### src/rtl/line_write_buffer.sv
// line_write_buffer: DEPTH-entry FIFO of evicted 256-bit lines between the arbiter and the adaptor.
// Rev 1.0 -- read hits, write coalescing, idle-time draining.
`default_nettype none

module line_write_buffer #(
   parameter int DEPTH = 4
) (
   input  logic         clk,
   input  logic         reset_n,
   input  logic         up_read,
   input  logic         up_write,
   input  logic [31:0]  up_address,
   input  logic [255:0] up_wdata,
   output logic [255:0] up_rdata,
   output logic         up_resp,
   output logic         dn_read,
   output logic         dn_write,
   output logic [31:0]  dn_address,
   output logic [255:0] dn_wdata,
   input  logic [255:0] dn_rdata,
   input  logic         dn_resp
);

   localparam int PTR_W = (DEPTH > 1) ? $clog2(DEPTH) : 1;
   localparam int CNT_W = $clog2(DEPTH + 1);
   localparam logic [CNT_W-1:0] C_FULL = CNT_W'(DEPTH);

   typedef enum logic [1:0] {
      S_IDLE     = 2'd0,
      S_FWD_READ = 2'd1,
      S_DRAIN    = 2'd2,
      S_RESP     = 2'd3
   } state_t;

   state_t             state_q;
   logic [PTR_W-1:0]   head_q;
   logic [PTR_W-1:0]   tail_q;
   logic [CNT_W-1:0]   count_q;
   logic [DEPTH-1:0]   valid_q;
   logic [26:0]        tag_q  [DEPTH];
   logic [255:0]       data_q [DEPTH];
   logic [255:0]       up_rdata_q;
   logic               up_resp_q;
   logic               dn_read_q;
   logic               dn_write_q;
   logic [31:0]        dn_address_q;
   logic [255:0]       dn_wdata_q;

   logic               w_hit;
   logic [PTR_W-1:0]   w_hit_idx;
   logic               w_unused;

   // Coalescing keeps at most one valid entry per tag, so the match is unique.
   always_comb begin
      w_hit     = 1'b0;
      w_hit_idx = '0;
      for (int i = 0; i < DEPTH; i++) begin
         if (valid_q[i] && (tag_q[i] == up_address[31:5])) begin
            w_hit     = 1'b1;
            w_hit_idx = PTR_W'(i);
         end
      end
   end

   assign w_unused = ^up_address[4:0];

   always_ff @(posedge clk) begin
      if (!reset_n) begin
         state_q      <= S_IDLE;
         head_q       <= '0;
         tail_q       <= '0;
         count_q      <= '0;
         valid_q      <= '0;
         up_rdata_q   <= '0;
         up_resp_q    <= 1'b0;
         dn_read_q    <= 1'b0;
         dn_write_q   <= 1'b0;
         dn_address_q <= '0;
         dn_wdata_q   <= '0;
      end else begin
         up_resp_q <= 1'b0;
         case (state_q)
            S_IDLE: begin
               if (up_read) begin
                  if (w_hit) begin
                     up_rdata_q <= data_q[w_hit_idx];
                     up_resp_q  <= 1'b1;
                     state_q    <= S_RESP;
                  end else begin
                     dn_read_q    <= 1'b1;
                     dn_address_q <= {up_address[31:5], 5'b0};
                     state_q      <= S_FWD_READ;
                  end
               end else if (up_write) begin
                  if (w_hit) begin
                     data_q[w_hit_idx] <= up_wdata;
                     up_resp_q         <= 1'b1;
                     state_q           <= S_RESP;
                  end else if (count_q != C_FULL) begin
                     tag_q[tail_q]   <= up_address[31:5];
                     data_q[tail_q]  <= up_wdata;
                     valid_q[tail_q] <= 1'b1;
                     tail_q          <= tail_q + 1'b1;
                     count_q         <= count_q + 1'b1;
                     up_resp_q       <= 1'b1;
                     state_q         <= S_RESP;
                  end else begin
                     // Full: free the head first, the write is retried back in IDLE.
                     dn_write_q   <= 1'b1;
                     dn_address_q <= {tag_q[head_q], 5'b0};
                     dn_wdata_q   <= data_q[head_q];
                     state_q      <= S_DRAIN;
                  end
               end else if (count_q != '0) begin
                  dn_write_q   <= 1'b1;
                  dn_address_q <= {tag_q[head_q], 5'b0};
                  dn_wdata_q   <= data_q[head_q];
                  state_q      <= S_DRAIN;
               end
            end
            S_FWD_READ: begin
               if (dn_resp) begin
                  dn_read_q  <= 1'b0;
                  up_rdata_q <= dn_rdata;
                  up_resp_q  <= 1'b1;
                  state_q    <= S_RESP;
               end
            end
            S_DRAIN: begin
               if (dn_resp) begin
                  dn_write_q      <= 1'b0;
                  valid_q[head_q] <= 1'b0;
                  head_q          <= head_q + 1'b1;
                  count_q         <= count_q - 1'b1;
                  state_q         <= S_IDLE;
               end
            end
            default: begin
               state_q <= S_IDLE;
            end
         endcase
      end
   end

   assign up_rdata   = up_rdata_q;
   assign up_resp    = up_resp_q;
   assign dn_read    = dn_read_q;
   assign dn_write   = dn_write_q;
   assign dn_address = dn_address_q;
   assign dn_wdata   = dn_wdata_q;

endmodule

`default_nettype wire

### config.mk
export PLATFORM = sky130hd
export DESIGN_NAME = line_write_buffer
export DESIGN_NICKNAME = d
export VERILOG_FILES = /design/src/rtl/line_write_buffer.sv
export SDC_FILE = /design/constraint.sdc
export NUM_CORES = 2
export LEC_CHECK = 0
export BUFFER_PORTS_ARGS = -buffer_cell sky130_fd_sc_hd__buf_2
export CELL_PAD_IN_SITES_DETAIL_PLACEMENT = 0
export CELL_PAD_IN_SITES_GLOBAL_PLACEMENT = 2
export CORE_ASPECT_RATIO = 1.25
export CORE_MARGIN = 2
export CORE_UTILIZATION = 35
export CTS_CLUSTER_SIZE = 14
export DETAILED_ROUTE_END_ITERATION = 10
export GPL_TIMING_DRIVEN = 0
export PLACE_DENSITY_LB_ADDON = 0.25
export RECOVER_POWER = 100
export SLEW_MARGIN = 20
export SYNTH_ARGS = -nofsm -noshare
export SYNTH_HDL_FRONTEND = slang
export SYNTH_SLANG_ARGS = --single-unit
### constraint.sdc
create_clock -name clk -period 15.25 [get_ports clk]
set_clock_uncertainty 0.05 [all_clocks]
set_input_delay 0.7625 -clock clk [delete_from_list [all_inputs] [get_ports clk]]
set_output_delay 0.7625 -clock clk [all_outputs]
set_load 0.02 [all_outputs]
Yosys cells after proc, flatten, opt, wreduce, memory -nomap -nowiden
Memories as Yosys holds them, arrays and structs flattened. A register that Yosys moved wholly into a read port is not among the register bits.
Index checks and enable logic that the tools add are counted.
Operators by class
  muxes and demuxes: 81
  reductions and logical operators: 22
  bitwise logic cells: 5
  order comparisons: 4
  $add $sub $neg: 4
  eq/ne operators: 23
Operator list (number)
  two-way mux 256 bit: 8
  one-hot mux 256 bit (2 select lines): 1
  OR reduction 256 bit: 1
  two-way mux 32 bit: 6
  equality test 27 bit: 4
  two-way mux 1 bit: 35
  two-way mux 2 bit: 13
  inequality test 2 bit (second input constant): 11
  two-way mux 4 bit: 5
  two-way mux 3 bit: 5
  inequality test 3 bit (second input constant): 5
  AND reduction 5 bit: 3
  AND reduction 6 bit: 2
  one-hot mux 4 bit (2 select lines): 1
  AND reduction 4 bit: 2
  logical AND 1 bit: 6
  < comparator 2 x 3 -> 1 bit (second input constant): 2
  one-hot mux 1 bit (2 select lines): 3
  one-hot mux 2 bit (3 select lines): 1
  one-hot mux 3 bit (2 select lines): 1
  nonzero test 2 bit: 3
  nonzero test 3 bit: 2
  adder 2 x 1 -> 2 bit (second input constant): 2
  AND 4 bit: 1
  other kinds (13): 16
Storage, ports and cells
  RAM bits: 1132
  output and inout port bits: 547
  bits in registers: 560
  memories: 2
Memories
  data_q: depth 4, width 256, read ports 2, clocked after Yosys merged registers in 1, wr ports 1, line 41  | logic [255:0] data_q [DEPTH];
  tag_q: depth 4, width 27, read ports 5, clocked after Yosys merged registers in 1, wr ports 1, line 40  | logic [26:0] tag_q [DEPTH];

Depth between registers and ports, before layout
An unclocked memory read counts as a cell.
  word-level depth: 15
  depth in mapped cells: 14

Worst setup path before layout
Ideal clock, no wire load.
  kind: input-to-reg
  start point: input up_address[23]
  end point: memory data_q[0][0], enable pin
  library setup time: 878 ps
  data arrival time: 13448 ps
  data required time: 14322 ps
  cell stages on the path: 9
  setup slack: 875 ps
  path through: buf_2 xnor2_2 nand4_1 or4_1 or4_1 buf_2 a21boi_0 or3b_2 nor2_1
Between the ends
  cells in the longest elaborated chain, start to end: 14
  elaborated cells on any way between the ends: 30
  classes of those cells: eq/ne (4); mux (21); reduce/logical (5)
RTL lines
  start: declaration: line 12  | input logic [31:0] up_address,
  equality test 27 bit: line 58  | if (valid_q[i] && (tag_q[i] == up_address[31:5])) begin
  logical AND 1 bit: line 58
  two-way mux 1 bit (4 in a row): line 58
  two-way mux 1 bit: line 95  | if (w_hit) begin
  two-way mux 1 bit: line 94  | end else if (up_write) begin
  two-way mux 1 bit: line 84  | if (up_read) begin
  two-way mux 1 bit: line 82  | case (state_q)
  two-way mux 1 bit: line 68  | if (!reset_n) begin
  two-way mux 1 bit (implied by the code): line 101  | data_q[tail_q] <= up_wdata;
  OR reduction 256 bit (no source line)
  two-way mux 2 bit (no source line) or two-way mux 1 bit (tied branches)
  end: declaration: line 41
Several ways; a longest one is shown, not always the timed one.

==> key figures <==
Run status
  – Status: finished with violations
  – Failing checks: max-capacitance violations, max-slew violations

Final layout
  – Commonest non-fill, non-tap cell in the layout: clkbuf_1
  – Fillers: 19600
  – Nets: 7291
  – Reg area: 45100 um^2
  – Layout cells sized above 1: a little over an eighth
  – Final core utilization: 42.3%
  – Synth-to-layout area growth: 19.9%
  – Most frequent cells in the layout: clkbuf_1, edfxtp_1, dfxtp_1, nand2_1, a211oi_1
  – Multi-input logic area: 23600 um^2

Placement
  – Hpwl dp: 231000 um
  – RD Place Congestion: 0.936
  – Worst slack, placed: 9210 ps
  – I/O Buffers: 1083

Power and ir drop
  – Sw Share: about a quarter
  – Internal power: approximately 7700 uW
  – Leak: 0.0296 uW
  – Clk network pwr share: 41.3%
  – Seq pwr share: 48.5%
  – Logic pwr share: 10.2%
  – Switching Power: 2760 uW
  – Worst-case vdd ir drop: 0.115 mV
  – Power Density: approximately 120 nW/um^2
  – Total power: 10500 uW

STA
  – Final hold viol count: 0
  – Relative slew slack: -87.2%
  – Part of the cycle the worst path needs: 61.4%
  – Fmax: 107 MHz
  – Setup TNS Final: 0 ps
  – Final worst-path setup slack: roughly 5900 ps
  – Measured slew at the worst slew-check pin: 2740 ps
  – Final setup vio count: 0
  – Slew Limit Fails: ~120
  – Min Tclk post-route: about 9400 ps
  – Unrepaired setup endpoints after global routing: no

Worst setup path
  – Critical Path AT: roughly 9700 ps
  – Crit path largest cell delay: 1060 ps
  – Crit-path max FO: 17
  – Crit start category: register
  – Slowest CP cell: clkbuf_1
  – Most frequent cell on the critical path: clkbuf_1
  – Crit path capture type: register
  – Worst EP required: about 16000 ps
  – CP Class: register to register
  – CP Cell Sequence: xnor2_1 -> nand4_1 -> or4_1 -> or4_1 -> clkbuf_1 -> nand3_1 -> nor2_1 -> a211o_1 -> nor2_1 -> clkbuf_1 -> clkbuf_1 -> clkbuf_1 -> clkbuf_1 -> clkbuf_1

Synthesis
  – Cell area after synthesis: 71000 um^2
  – Cell count after synthesis: approximately 5400
  – Register area share after synthesis: 63.5%
  – EDFF count, synth: 1132
  – #FFs+latches synth: 1689
  – Post-synthesis average cell area: 13.2 um^2
  – Top_reg_cell synth: edfxtp_1
  – Synth warn: 0
  – Post-synth cell types: 52
  – Async S/R FF share, synth: 0%

Routing
  – Wl on met1: 110000 um
  – Routed wl met3: slightly below 30000 um
  – Met2 wire length: 146000 um
  – DR vias/cell: approximately 5.5
  – Max Used Layer: met5
  – Post-route ant nets: 0
  – First-pass DRT Iterations: 5
  – DR iter-0 viols: 4042
  – Routed wire length: 298000 um
  – WL per Instance: slightly above 30 um
  – Via Count: between 50000 and 60000
  – Drt drc: 0

Clock tree
  – Maximum clock insertion buffer count: 3
  – CTS sink cnt: roughly 1700
  – Clock transition at the registers of the reported paths: 60 ps
  – Clk root buf: clkbuf_16
  – Clock latency on the worst-skew pair: approximately 850 ps
  – CTS tree: done
  – H-Tree Depth: 4
  – Post-CTS Setup Repair Bufs: 0
  – CTS buffer count: 179

Global routing
  – Global Route Usage Sum: approximately 28%
  – Global route overflow: 0
  – Initial antenna violation count: 160
  – Number of global-route vias before repair: roughly 54000
  – First-pass GRT wire length: 409000 um
  – Largest net degree at the start of global routing: 21

Die
  – Die height: 508 um
  – Starting Density: 35.3%
  – IO Count: 1096
  – Core ar.: 201000 um^2
  – Die Width: 407 um
  – Row count: roughly 180
  – Die ar.: 207000 um^2

Min path
  – Hold Crit Class: primary input to register

Run
  – Max-cap violations: 8
## metrics by stage
stage	hold WS (ps)	cell area, um^2	cells
after CTS	5.95	87700	9589
final	119	85200	9660
after detailed placement	389	81800	9248
after global routing	83.4	85100	9611
after global placement	385	79900	9164
after floorplan	410	71100	5384
## cell families (layout without fill, tap and decap cells)
kind of cell    after synthesis  in the layout  synth area share (%)
compound gates             1133           1133                  10.0
buf+inv                     496           2004                  3.17
other cells                   1             76               0.00528
simple gates               1401           1401                  9.07
fa+ha+maj                     9              9                 0.169
xor+xnor                    110            110                  1.40
flops                      1689           1689                  63.5
mux                         541            541                  12.6
## cell type report
cell class,count,share of cell area [%]
clock buffers,262,5.91
flip-flops and latches,1689,53.0
multi-input cells,3199,27.7
repair buffers,1168,5.81
plain buffers,485,2.43
well taps,2697,3.96
clock inverters,78,0.910
inverters,11,0.0485
diodes,71,0.209
## cells in the mapped netlist (6+ instances only)
library cell,count,share of area (%)
xor2_1,31,0.38
buf_4,8,0.085
nor3_1,6,0.042
buf_1,26,0.14
mux4_2,283,9.0
o22ai_1,27,0.24
o21ai_1,250,1.8
nand3_1,260,1.8
mux2i_1,258,3.6
edfxtp_1,1132,48
nand4_1,29,0.26
and3_1,260,2.3
xnor2_1,75,0.92
clkbuf_1,339,1.8
buf_2,77,0.54
ha_1,8,0.14
buf_6,35,0.55
nor2_1,285,1.5
o21ai_0,265,1.9
a21oi_1,33,0.23
a211oi_1,513,5.4
o31ai_1,27,0.29
nor4_1,15,0.13
dfxtp_1,557,16
nand2_1,525,2.8
inv_1,11,0.058
## layer usage
metal | up-vias | global-route usage, %
met1 | 26600 | 32.3
met3 | 566 | 9.77
met4 | 112 | 9.43
met5 | - | 0
li1 | 23400 | -
met2 | 2128 | 48.3
## sequential cells by signal (all words and copies together), names as in the netlist, named ones only
signal / count
data_q: 1024
dn_wdata: 256
up_rdata: 256
tag_q: 108
dn_address: 27
valid_q: 4
count_q: 3
head_q: 2
state_q: 2
tail_q: 2
dn_read: 1
dn_write: 1
up_resp: 1
## critical path, delay by kind of cell (launching register included)
family / cells / cell delay [ps]
buf+inv: 6 / 5440
simple gates: 6 / 2430
flops: 1 / 410
xor+xnor: 1 / 310
compound gates: 1 / 260
## power groups by stage
stage | sequential (uW) | clock [uW] | combinational [uW]
6_report | 5090 | 4330 | 1070
3_3_place_gp | 5210 | 0 | 1110
2_1_floorplan | 5280 | 0 | 468
4_1_cts | 5090 | 4400 | 1140
3_5_place_dp | 5180 | 0 | 1140
5_1_grt | 5100 | 4580 | 1140
## timing repair
action                                  4_1_cts  5_1_grt
gates resized for setup                       0        0
hold buffers                                  1        0
endpoints found under the setup margin        0        0
hold endpoints to repair                      3        0
## final timing paths
check                          endpoint                        from  slack, ps  cells after the start
max reg2reg    data_q[3][151]$_DFFE_PP_      tag_q[2][12]$_DFFE_PP_       5890                     14
max            data_q[3][151]$_DFFE_PP_      tag_q[2][12]$_DFFE_PP_       5890                     14
min reg2reg  up_rdata[114]$_SDFFE_PN0P_  up_rdata[114]$_SDFFE_PN0P_        400                      2
min            data_q[1][113]$_DFFE_PP_               up_wdata[113]        120                      1
No activity file was read; power rests on OpenSTA's default activity.
